===== src/rtl/ssd_scan_mux.sv =====
// ssd_scan_mux: scans four seven-segment digits onto a shared cathode bus.
// Each slot opens with an all-dark blanking interval to suppress ghosting.
module ssd_scan_mux #(
   parameter int SCAN_DIV     = 100000,
   parameter int BLANK_CYCLES = 1000,
   parameter int CNT_W        = 17
) (
   input  logic       clk,
   input  logic       rst,
   input  logic [6:0] seg_0,
   input  logic [6:0] seg_1,
   input  logic [6:0] seg_2,
   input  logic [6:0] seg_3,
   input  logic [3:0] en_mask,
   output logic [6:0] cathode,
   output logic [3:0] anode,
   output logic [1:0] digit_idx,
   output logic       scan_tick
);
   logic [CNT_W-1:0] cnt_q, cnt_d;
   logic [1:0] idx_q, idx_d;
   logic [6:0] pat_q, pat_d, seg_n, cathode_q, cathode_d;
   logic [3:0] anode_q, anode_d;
   logic tick_q, tick_d, wrap, lit;
   // Outputs are computed from next-state values so they align with cnt/idx.
   always_comb begin
      wrap      = cnt_q == CNT_W'(SCAN_DIV - 1);
      cnt_d     = wrap ? '0 : cnt_q + CNT_W'(1);
      idx_d     = idx_q + {1'b0, wrap};
      seg_n     = idx_d == 2'd0 ? seg_0 : idx_d == 2'd1 ? seg_1 : idx_d == 2'd2 ? seg_2 : seg_3;
      pat_d     = wrap ? seg_n : pat_q;
      lit       = en_mask[idx_d] && !(int'(cnt_d) < BLANK_CYCLES);
      anode_d   = lit ? ~(4'b0001 << idx_d) : 4'hF;
      cathode_d = lit ? pat_d : 7'h7F;
      tick_d    = wrap && idx_q == 2'd3;
   end
   always_ff @(posedge clk or negedge rst) begin
      if (!rst) begin
         cnt_q     <= '0;
         idx_q     <= '0;
         pat_q     <= 7'h7F;
         anode_q   <= 4'hF;
         cathode_q <= 7'h7F;
         tick_q    <= 1'b0;
      end else begin
         cnt_q     <= cnt_d;
         idx_q     <= idx_d;
         pat_q     <= pat_d;
         anode_q   <= anode_d;
         cathode_q <= cathode_d;
         tick_q    <= tick_d;
      end
   end
   assign cathode   = cathode_q;
   assign anode     = anode_q;
   assign digit_idx = idx_q;
   assign scan_tick = tick_q;
endmodule


===== config.mk =====
export PLATFORM = sky130hd
export DESIGN_NAME = ssd_scan_mux
export DESIGN_NICKNAME = d
export VERILOG_FILES = /design/src/rtl/ssd_scan_mux.sv
export SDC_FILE = /design/constraint.sdc
export NUM_CORES = 1
export LEC_CHECK = 0
export BUFFER_PORTS_ARGS = -buffer_cell sky130_fd_sc_hd__buf_2
export CAP_MARGIN = 20
export CORE_ASPECT_RATIO = 1.2
export CORE_UTILIZATION = 42
export CTS_CLUSTER_DIAMETER = 100
export CTS_CLUSTER_SIZE = 10
export DETAILED_ROUTE_END_ITERATION = 16
export GPL_TIMING_DRIVEN = 0
export PLACE_DENSITY_LB_ADDON = 0.1
export SLEW_MARGIN = 15
export SYNTH_ARGS = -nofsm -noshare
export SYNTH_HDL_FRONTEND = slang
export SYNTH_SLANG_ARGS = --single-unit

===== constraint.sdc =====
create_clock -name clk -period 3.4 [get_ports clk]
set_input_delay 0.34 -clock clk [delete_from_list [all_inputs] [get_ports clk]]
set_output_delay 0.34 -clock clk [all_outputs]
set_load 0.1 [all_outputs]

; ---- Yosys cells after proc, flatten, opt, wreduce, memory -nomap -nowiden
; Cells that the tools add are included.
[classes]
add_sub_neg = 2
magnitude_cmp = 2
n_eq_ne = 4
shifts = 1
n_mux = 9
bitwise = 1
reduce_logical = 4
[ops]
columns = operator, n
row1 = 7-bit 2-to-1 mux, 5
row2 = 17-bit by 1-bit adder with 17-bit output (second input constant), 1
row3 = 17-bit equality test (second input constant), 1
row4 = 17-bit by 10-bit less-than comparator with 1-bit output (second input constant), 1
row5 = 17-bit 2-to-1 mux, 1
row6 = 2-bit equality test (second input constant), 2
row7 = 4-bit 2-to-1 mux, 1
row8 = 4-bit inverter, 1
row9 = 1-bit by 2-bit left shift with 4-bit output (first input constant), 1
row10 = 2-bit by 3-bit less-than comparator with 1-bit output (second input constant), 1
row11 = 2-bit by 1-bit adder with 2-bit output, 1
row12 = 1-bit binary-select mux with 2-bit select, 1
row13 = 2-bit by 1-bit equality test with 1-bit output (second input constant), 1
row14 = 1-bit logical AND, 2
row15 = 2-bit logical NOT, 1
row16 = 1-bit logical NOT, 1
row17 = 1-bit 2-to-1 mux, 1
[totals]
ff_bits = 38
word_cells = 29

; ---- Logic depth before layout (Yosys ltp)
; Gate-level depths: netlist of run 1.
[depth]
word_depth = 8
ltp_mapped = 13

; ---- Worst setup path before layout of run 1
; Ideal clock, no wire load.
[synth_timing]
path_type = register to register
from = register cnt_q[0]
to = register cathode_q[0], in the netlist cathode[0]
setup_ns = 0.081
arrival_time_ns = 2.882
required_time_ns = 3.319
slack_ns = 0.437
stages_incl_launch_ff = 11
n_path_buf = 1
synth_period_minus_slack_ns = 2.963
cell_sequence = dfrtp_1 > ha_1 > nand3_1 > nor4_1 > ha_1 > xnor2_1 > buf_2 > mux4_2 > mux2_2 > nor2_1 > o21ai_1
[synth_via]
elab_chain_len = 8
elab_cells_between_ends = 17
classes_between = 2 x add/sub / 1 x order compare / 3 x eq/ne / 8 x mux / 3 x reduce/logical
[synth_lines]
columns = item, line_no
row1 = "start, declared", 20  ; logic [CNT_W-1:0] cnt_q, cnt_d;
row2 = "start signal, assigned", 46  ; cnt_q <= cnt_d;
row3 = 17-bit equality test *, 27  ; wrap = cnt_q == CNT_W'(SCAN_DIV - 1);
row4 = 2-bit by 1-bit adder with 2-bit output, 29  ; idx_d = idx_q + {1'b0, wrap};
row5 = 2-bit equality test, 30  ; seg_n = idx_d == 2'd0 ? seg_0 : idx_d == 2'd1 ? seg_1 : idx_d == 2'd2 ? seg_2 : seg_3;
row6 = 7-bit 2-to-1 mux (3 in a row), 30
row7 = 7-bit 2-to-1 mux *, 31  ; pat_d = wrap ? seg_n : pat_q;
row8 = net pat_d[0], 22  ; logic [6:0] pat_q, pat_d, seg_n, cathode_q, cathode_d;
row9 = 7-bit 2-to-1 mux *, 34  ; cathode_d = lit ? pat_d : 7'h7F;
row10 = net cathode_d[0], 22
row11 = "end signal, assigned", 50  ; cathode_q <= cathode_d;
row12 = "end, declared", 22
; The timed path passes the listed nets; every way through them passes the cells marked *. The select of a mux whose other input is x is not followed.

; ---- Final worst setup path of run 1
[layout_timing]
from = register cnt_q[0]
to = register cathode_q[4], in the netlist cathode[4]
; Same word-level chain as after synthesis.

==> impl_results.md, run 1 <==
- Max_cap viols: 0
- Final setup violation count: 0
- Library cells used by synthesis: 39
- DIE WIDTH: about 64 microns
- Synth async-reset ratio: 1.00
- Hold Path Class: input port to asynchronous set/reset pin
- Total power: between 0.0007 and 0.0008 W
- Post-DRT Antenna Nets: 0
- Synth top area share: 0.256
- Vias in the first global route: between 1,500 and 2,000
- Dpl cell area: 2260 sq um
- Number of synthesized flops with an enable pin: 0
- Largest net degree at the start of global routing: 39
- # diodes: 0
- Root Buffer: clkbuf_8
- Sw power: roughly 0.00017 W
- Final period util: 0.912
- Syn avg cell area: around 11 sq um
- Max_slew headroom: 0.460
- Clk_lat worst skew: 290 ps
- Syn Nets: just over 200
- Crit path cell chain: ha_1 -> nand3_2 -> nor4_4 -> ha_1 -> xnor2_1 -> buf_4 -> mux4_2 -> mux2_2 -> nor2_1 -> o21ai_1
- Part of the power in combinational logic: 0.051
- Synth top cells by count: 20 x dfrtp_1, 20 x nor2_1, 18 x dfstp_2, 10 x o21ai_1
- CTS tree: done
- H-tree level count: 2
- Clock Tree Buf Depth: 2
- Synth Cell Area: around 2000 sq um
- Initial antenna violation count: 0
- Clock Sinks: 38
- Leak: between 1 and 1.5 nW
- Vias after detailed routing: 1,482
- Synth area leaders: dfrtp_1 26%, dfstp_2 24%, mux4_2 8.1%
- Bufs and invs on worst path: 1
- Worst EP arrival: between 3000 and 4000 ps
- Hpwl dp: 3.13 mm
- Fmax: between 300 and 400 MHz
- Clock slew at reported path FFs: about 70 ps
- Total Routed Length: between 4 and 5 mm
- Crit path top cell by count: ha_1
- RSZ-0062 raised after global routing: false
- Area of the multi-input gates: 933 sq um
- FF+latch count, synth: 38
- Worst-Margin Slew: 810 ps
- Pins Over Slew Limit: 0
- Std-Cell Rows: 26
- Register area: about 970 sq um
- Worst Path Class, Setup: register to register
- Total track usage: 0.192
- Height of the die: between 70 and 80 microns
- Ports: 48
- Int Pwr: between 0.0006 and 0.0007 W
- Sw frac: 0.213
- Area leader, netlist: dfrtp_1
- Global route overflow: 0
- Crit end category: register
- Status: finished, final reports clean
- Synth warn: 0
- WL/cell: between 10 and 15 microns
- Sequential area share after synthesis: 0.498
- Hold Violations, Final: 0
- Design Area, Final: ~2400 sq um
- CP required: roughly 3600 ps
- Initial Util: 0.449
- Remaining DRCs: 0
- Area of the core: 4360 sq um
- Area grow syn2layout: 21.0%
- Worst R2R Setup Slack: about 300 ps
- Die ar.: 4930 sq um
- CP max stage delay: 530 ps
- Worst setup SP type: register
- Placer Congestion: 0.791
- Fillers: just over 400
- Synth Instances: about 170
- Drt initial violations: 39
- CP Max Fanout: 10
- Router iterations before antenna repair: 4
- Top cell family by delay on the critical path: multiplexers
- Min cycle time layout: 3100 ps
- Slowest CP cell: mux4_2
- Main synth FF type: dfrtp_1
- Share of cells above drive strength 1: 0.471
- Peak VDD IR: around 0.27 mV
- Nets: roughly 260
- IO Port Bufs: 47
- Via density: between 5 and 6
- Final clock skew: about 6.7 ps
- TritonCTS Buffers: 5
- Reg power frac: 0.582
- Clock Power Share: 0.367
- PD cells: ~330 nW/um^2
- First-pass GRT wire length: 7.22 mm
## cells in the final DEF, fill, tap and decap left out, types with 2 or more instances in the layout
| cell type | Yosys | layout |
|---|---|---|
| xor2_1 | 9 | 9 |
| clkbuf_1 | 2 | 2 |
| a21oi_1 | 2 | 2 |
| nand2_1 | 9 | 9 |
| dfstp_2 | 18 | 18 |
| o21ai_1 | 10 | 9 |
| nor2_1 | 20 | 20 |
| and3_1 | 3 | 3 |
| nor3_1 | 5 | 5 |
| inv_1 | 3 | 3 |
| nand4_1 | 4 | 4 |
| clkbuf_8 | 0 | 5 |
| or3_1 | 2 | 2 |
| nor4_4 | 1 | 2 |
| dfrtp_1 | 20 | 20 |
| ha_1 | 2 | 2 |
| xnor2_1 | 9 | 9 |
| mux4_2 | 7 | 7 |
| nor4_1 | 3 | 2 |
| buf_2 | 7 | 53 |
| nand3_1 | 9 | 8 |
| buf_4 | 1 | 2 |
| clkinv_2 | 0 | 2 |
| mux2_2 | 7 | 7 |
| nand3_2 | 1 | 2 |
| a31oi_1 | 2 | 2 |
## cells by family (layout without fill, tap and decap cells)
kind of cell	count (synthesis)	after routing	share of synthesized area
adder cells (fa/ha/maj)	2	2	0.0128
multiplexers	14	14	0.121
flip-flops	38	38	0.498
AND/OR/NAND/NOR	63	63	0.177
AO/OA/AOI/OAI	22	22	0.0736
buffers and inverters	14	68	0.0371
XOR/XNOR	18	18	0.0806
## worst reg2reg max path: stages, from the launching register on
cell and delay [ps]:
dfrtp_1 450, ha_1 340, nand3_2 240, nor4_4 320, ha_1 220, xnor2_1 180, buf_4 270, mux4_2 530
mux2_2 300, nor2_1 100, o21ai_1 80
## state kept, by name, indices dropped and copies added, names as in the netlist
| name | flops |
|---|---|
| anode | 4 |
| cnt_q | 17 |
| digit_idx | 2 |
| cathode | 7 |
| scan_tick | 1 |
| pat_q | 7 |
## timing repair
item / in CTS / in global routing
hold buffers: 0 / 0
gates resized for setup: 3 / 2
buffers inserted: 0 / 0
endpoints found under the setup margin: 7 / 6
## stage by stage
stage,worst slack (ps),TNS [ps],util,hold slack (ps),instances
2_1_floorplan,437,0,-,44.4,171
3_3_place_gp,-2.92,-10.4,0.519,477,274
3_5_place_dp,-126,-665,0.519,497,274
4_1_cts,97.9,0,0.540,174,281
5_1_grt,78.6,0,0.543,203,281
6_report,299,0,0.543,144,281
## final timing paths
check                                start  cells after the start    endpoint
worst max-delay path              cnt_q[0]                     10  cathode[4]
worst min-delay path                   rst                      1    cnt_q[8]
worst max register to register    cnt_q[0]                     10  cathode[4]
worst min register to register   cnt_q[14]                      1   cnt_q[14]
max in group asynchronous              rst                      1   cnt_q[15]
min in group clk                en_mask[3]                      2    anode[3]
## metal layers
metal | GRT usage | wire length, microns | vias to the layer above
li1 | - | - | 714
met1 | 0.218 | 1680 | 715
met2 | 0.327 | 2230 | 43
met3 | 0.0521 | 189 | 10
met4 | 0.0933 | 99 | 0
met5 | 0 | 0 | -
## power by group through the flow
stage | Sequential [W] | Combinational [W] | Clock [W]
floorplan | 0.000461 | 0.0000113 | 0
global placement | 0.000461 | 0.0000386 | 0
detailed placement | 0.000461 | 0.0000408 | 0
CTS | 0.000453 | 0.0000408 | 0.000298
global route | 0.000453 | 0.0000448 | 0.000314
finish | 0.000453 | 0.0000396 | 0.000285
## final cells by class
| class | count | share of cell area |
|---|---|---|
| plain buffers | 11 | 0.0270 |
| clock buffers | 5 | 0.0291 |
| clock inverters | 2 | 0.00423 |
| inverters | 3 | 0.00476 |
| multi-input cells | 119 | 0.395 |
| flip-flops and latches | 38 | 0.411 |
| well taps | 56 | 0.0296 |
| repair buffers | 47 | 0.0994 |
Note: power is estimated with default switching activity, not from simulation.
==> inputs of run 2 (changes only) <==
--- a/config.mk
+++ b/config.mk
@@ -9,6 +9,7 @@
 export CAP_MARGIN = 20
 export CORE_ASPECT_RATIO = 1.2
 export CORE_UTILIZATION = 42
+export CTS_BUF_LIST = sky130_fd_sc_hd__clkbuf_4
 export CTS_CLUSTER_DIAMETER = 100
 export CTS_CLUSTER_SIZE = 10
 export DETAILED_ROUTE_END_ITERATION = 16
==> impl_results.md, run 2 (same netlist as run 1, synthesis figures left out) <==
- Ports: 48 (unchanged)
- Via density: 5.32 (was 5.27)
- Hold Path Class: input port to asynchronous set/reset pin (unchanged)
- Nets: 261 (unchanged)
- Worst Slack Setup Final: 294 ps (was 299 ps)
- Min cycle time layout: 3110 ps (was 3100 ps)
- Worst-Margin Slew: 806 ps (was 810 ps)
- Dpl ws: -126 ps (unchanged)
- Height of the die: 76.8 microns (unchanged)
- Std-Cell Rows: 26 (unchanged)
- Hold Slack: 84.9 ps (was 144 ps)
- Final clock skew: 8.97 ps (was 6.67 ps)
- Root Buffer: clkbuf_4 (was clkbuf_8)
- CTS tree: done (unchanged)
- Final period util: 0.914 (was 0.912)
- Area of the core: 4360 sq um (unchanged)
- DIE WIDTH: 64.3 microns (unchanged)
- PD cells: 302 nW/um^2 (was 329 nW/um^2)
- Global route overflow: 0 (unchanged)
- Worst Path Class, Setup: register to register (unchanged)
- Pins Over Slew Limit: 0 (unchanged)
- Crit end category: register (unchanged)
- Postcts setup bufs: 0 (unchanged)
- GRT met2 Usage: 0.333 (was 0.327)
- R2R Path End: cathode[4] (unchanged)
- Worst setup path endpoint: cathode[4] (unchanged)
- Largest net degree at the start of global routing: 39 (unchanged)
- H-tree level count: 2 (unchanged)
- Share of cells above drive strength 1: 0.471 (unchanged)
- Fillers: 419 (was 409)
- Sw power: 0.000156 W (was 0.000166 W)
- Int Pwr: 0.000549 W (was 0.000612 W)
- CP Launch Point: cnt_q[0] (unchanged)
- Area grow syn2layout: 19.4% (was 21.0%)
- Sw frac: 0.221 (was 0.213)
- CP Max Fanout: 10 (unchanged)
- Clock Tree Buf Depth: 2 (unchanged)
- Bufs and invs on worst path: 1 (unchanged)
- Status: finished, final reports clean (unchanged)
- Hpwl dp: 3.13 mm (unchanged)
- Total Routed Length: 4.20 mm (about the same)
- Router iterations before antenna repair: 4 (unchanged)
- Non-Filler Instances: 281 (unchanged)
- Die ar.: 4930 sq um (unchanged)
- Final setup violation count: 0 (unchanged)
- Most crowded layer after global routing: met2 (unchanged)
- RSZ-0062 raised after global routing: false (unchanged)
- Reg power frac: 0.642 (was 0.582)
- Drt initial violations: 51 (was 39)
- Clk_lat worst skew: 330 ps (was 290 ps)
- Util after Layout: 0.536 (was 0.543)
- Commonest non-fill, non-tap cell in the layout: buf_2 (unchanged)
- Placer Congestion: 0.791 (unchanged)
- Met3 usage: 0.0565 (was 0.0521)
- IO Port Bufs: 47 (unchanged)
- Placed Cells: 274 (unchanged)
- Max_slew headroom: 0.462 (was 0.460)
- RR Startpoint: cnt_q[0] (unchanged)
- CP max stage delay: 530 ps (about the same)
- Leak: 1.05 nW (was 1.07 nW)
- Critical Path Stages: 10 (unchanged)
- First-pass GRT wire length: 7.23 mm (was 7.22 mm)
- Post-DRT Antenna Nets: 0 (unchanged)
- Top cell family by delay on the critical path: multiplexers (unchanged)
- Max_cap viols: 0 (unchanged)
- CP required: 3670 ps (was 3620 ps)
- Clock Sinks: 38 (unchanged)
- Worst R2R Setup Slack: 290 ps (was 300 ps)
- # diodes: 0 (unchanged)
- Remaining DRCs: 0 (unchanged)
- Grt met1 use: 0.214 (was 0.218)
- Clock slew at reported path FFs: 110 ps (was 70 ps)
- Worst EP arrival: 3380 ps (was 3320 ps)
- Clock Power Share: 0.301 (was 0.367)
- Total track usage: 0.191 (was 0.192)
- Most frequent cells in the layout: 53 x buf_2, 20 x nor2_1, 20 x dfrtp_1, 18 x dfstp_2 (unchanged)
- Max reg flops: 17 (unchanged)
- Peak VDD IR: 0.266 mV (was 0.272 mV)
- Crit path cell chain: ha_1 -> nand3_2 -> nor4_4 -> ha_1 -> xnor2_1 -> buf_4 -> mux4_2 -> mux2_2 -> nor2_1 -> o21ai_1 (unchanged)
- Initial antenna violation count: 0 (unchanged)
- Fmax: 322 MHz (about the same)
- Initial Util: 0.449 (unchanged)
- CTS Hold Bufs: 0 (unchanged)
- Hold Violations, Final: 0 (unchanged)
- Crit path top cell by count: ha_1 (unchanged)
- WL/cell: 14.9 microns (about the same)
- Vias in the first global route: 1,615 (was 1,606)
- TritonCTS Buffers: 5 (unchanged)
- Worst setup SP type: register (unchanged)
- Total power: 0.000705 W (was 0.000778 W)
- Largest Register: cnt_q (unchanged)
- Part of the power in combinational logic: 0.056 (was 0.051)
- R2r worst-path depth: 10 (unchanged)
- Slowest CP cell: mux4_2 (unchanged)
- Vias after detailed routing: 1,494 (was 1,482)
-- run 2: layout make-up --
type | instances | area (sq um) | area share
sequential | 38 | 973 | 0.417
multi-input combinational | 119 | 933 | 0.400
timing repair buffer | 47 | 235 | 0.101
tap | 56 | 70.1 | 0.0300
buffer | 11 | 63.8 | 0.0273
clock buffer | 5 | 37.5 | 0.0161
inverter | 3 | 11.3 | 0.00482
clock inverter | 2 | 10.0 | 0.00429
-- run 2: worst min-delay path by stage --
stage	to	slack, ps	cells past startpoint
2_1_floorplan	cnt_q[0]	40	0
3_3_place_gp	cnt_q[12]	480	1
3_5_place_dp	scan_tick	500	1
4_1_cts	cnt_q[1]	110	1
5_1_grt	cnt_q[9]	140	1
6_report	cnt_q[8]	80	1
-- run 2: what timing repair did --
action	4_1_cts	5_1_grt
endpoints found under the setup margin	7	6
endpoints found under the hold margin	0	0
resized for setup	3	2
-- run 2: per-stage QoR --
step | setup TNS (ps) | instance area (sq um)
2_1_floorplan | 0 | 1960
3_3_place_gp | -10.4 | 2260
3_5_place_dp | -665 | 2260
4_1_cts | 0 | 2320
5_1_grt | 0 | 2330
6_report | 0 | 2330
-- run 2: power groups by stage --
stage                     registers [W]  clock network [W]   logic, W
after floorplan                0.000461                  0  0.0000113
after global placement         0.000461                  0  0.0000386
after detailed placement       0.000461                  0  0.0000408
after CTS                      0.000453           0.000224  0.0000408
after global routing           0.000453           0.000240  0.0000448
final                          0.000453           0.000212  0.0000397
-- run 2: metal layers --
| layer | wire length (microns) | vias to the layer above | part of all wire |
|---|---|---|---|
| li1 | - | 717 | - |
| met1 | 1680 | 722 | 0.40 |
| met2 | 2240 | 47 | 0.53 |
| met3 | 205 | 8 | 0.049 |
| met4 | 70 | 0 | 0.017 |
| met5 | 0 | - | 0 |
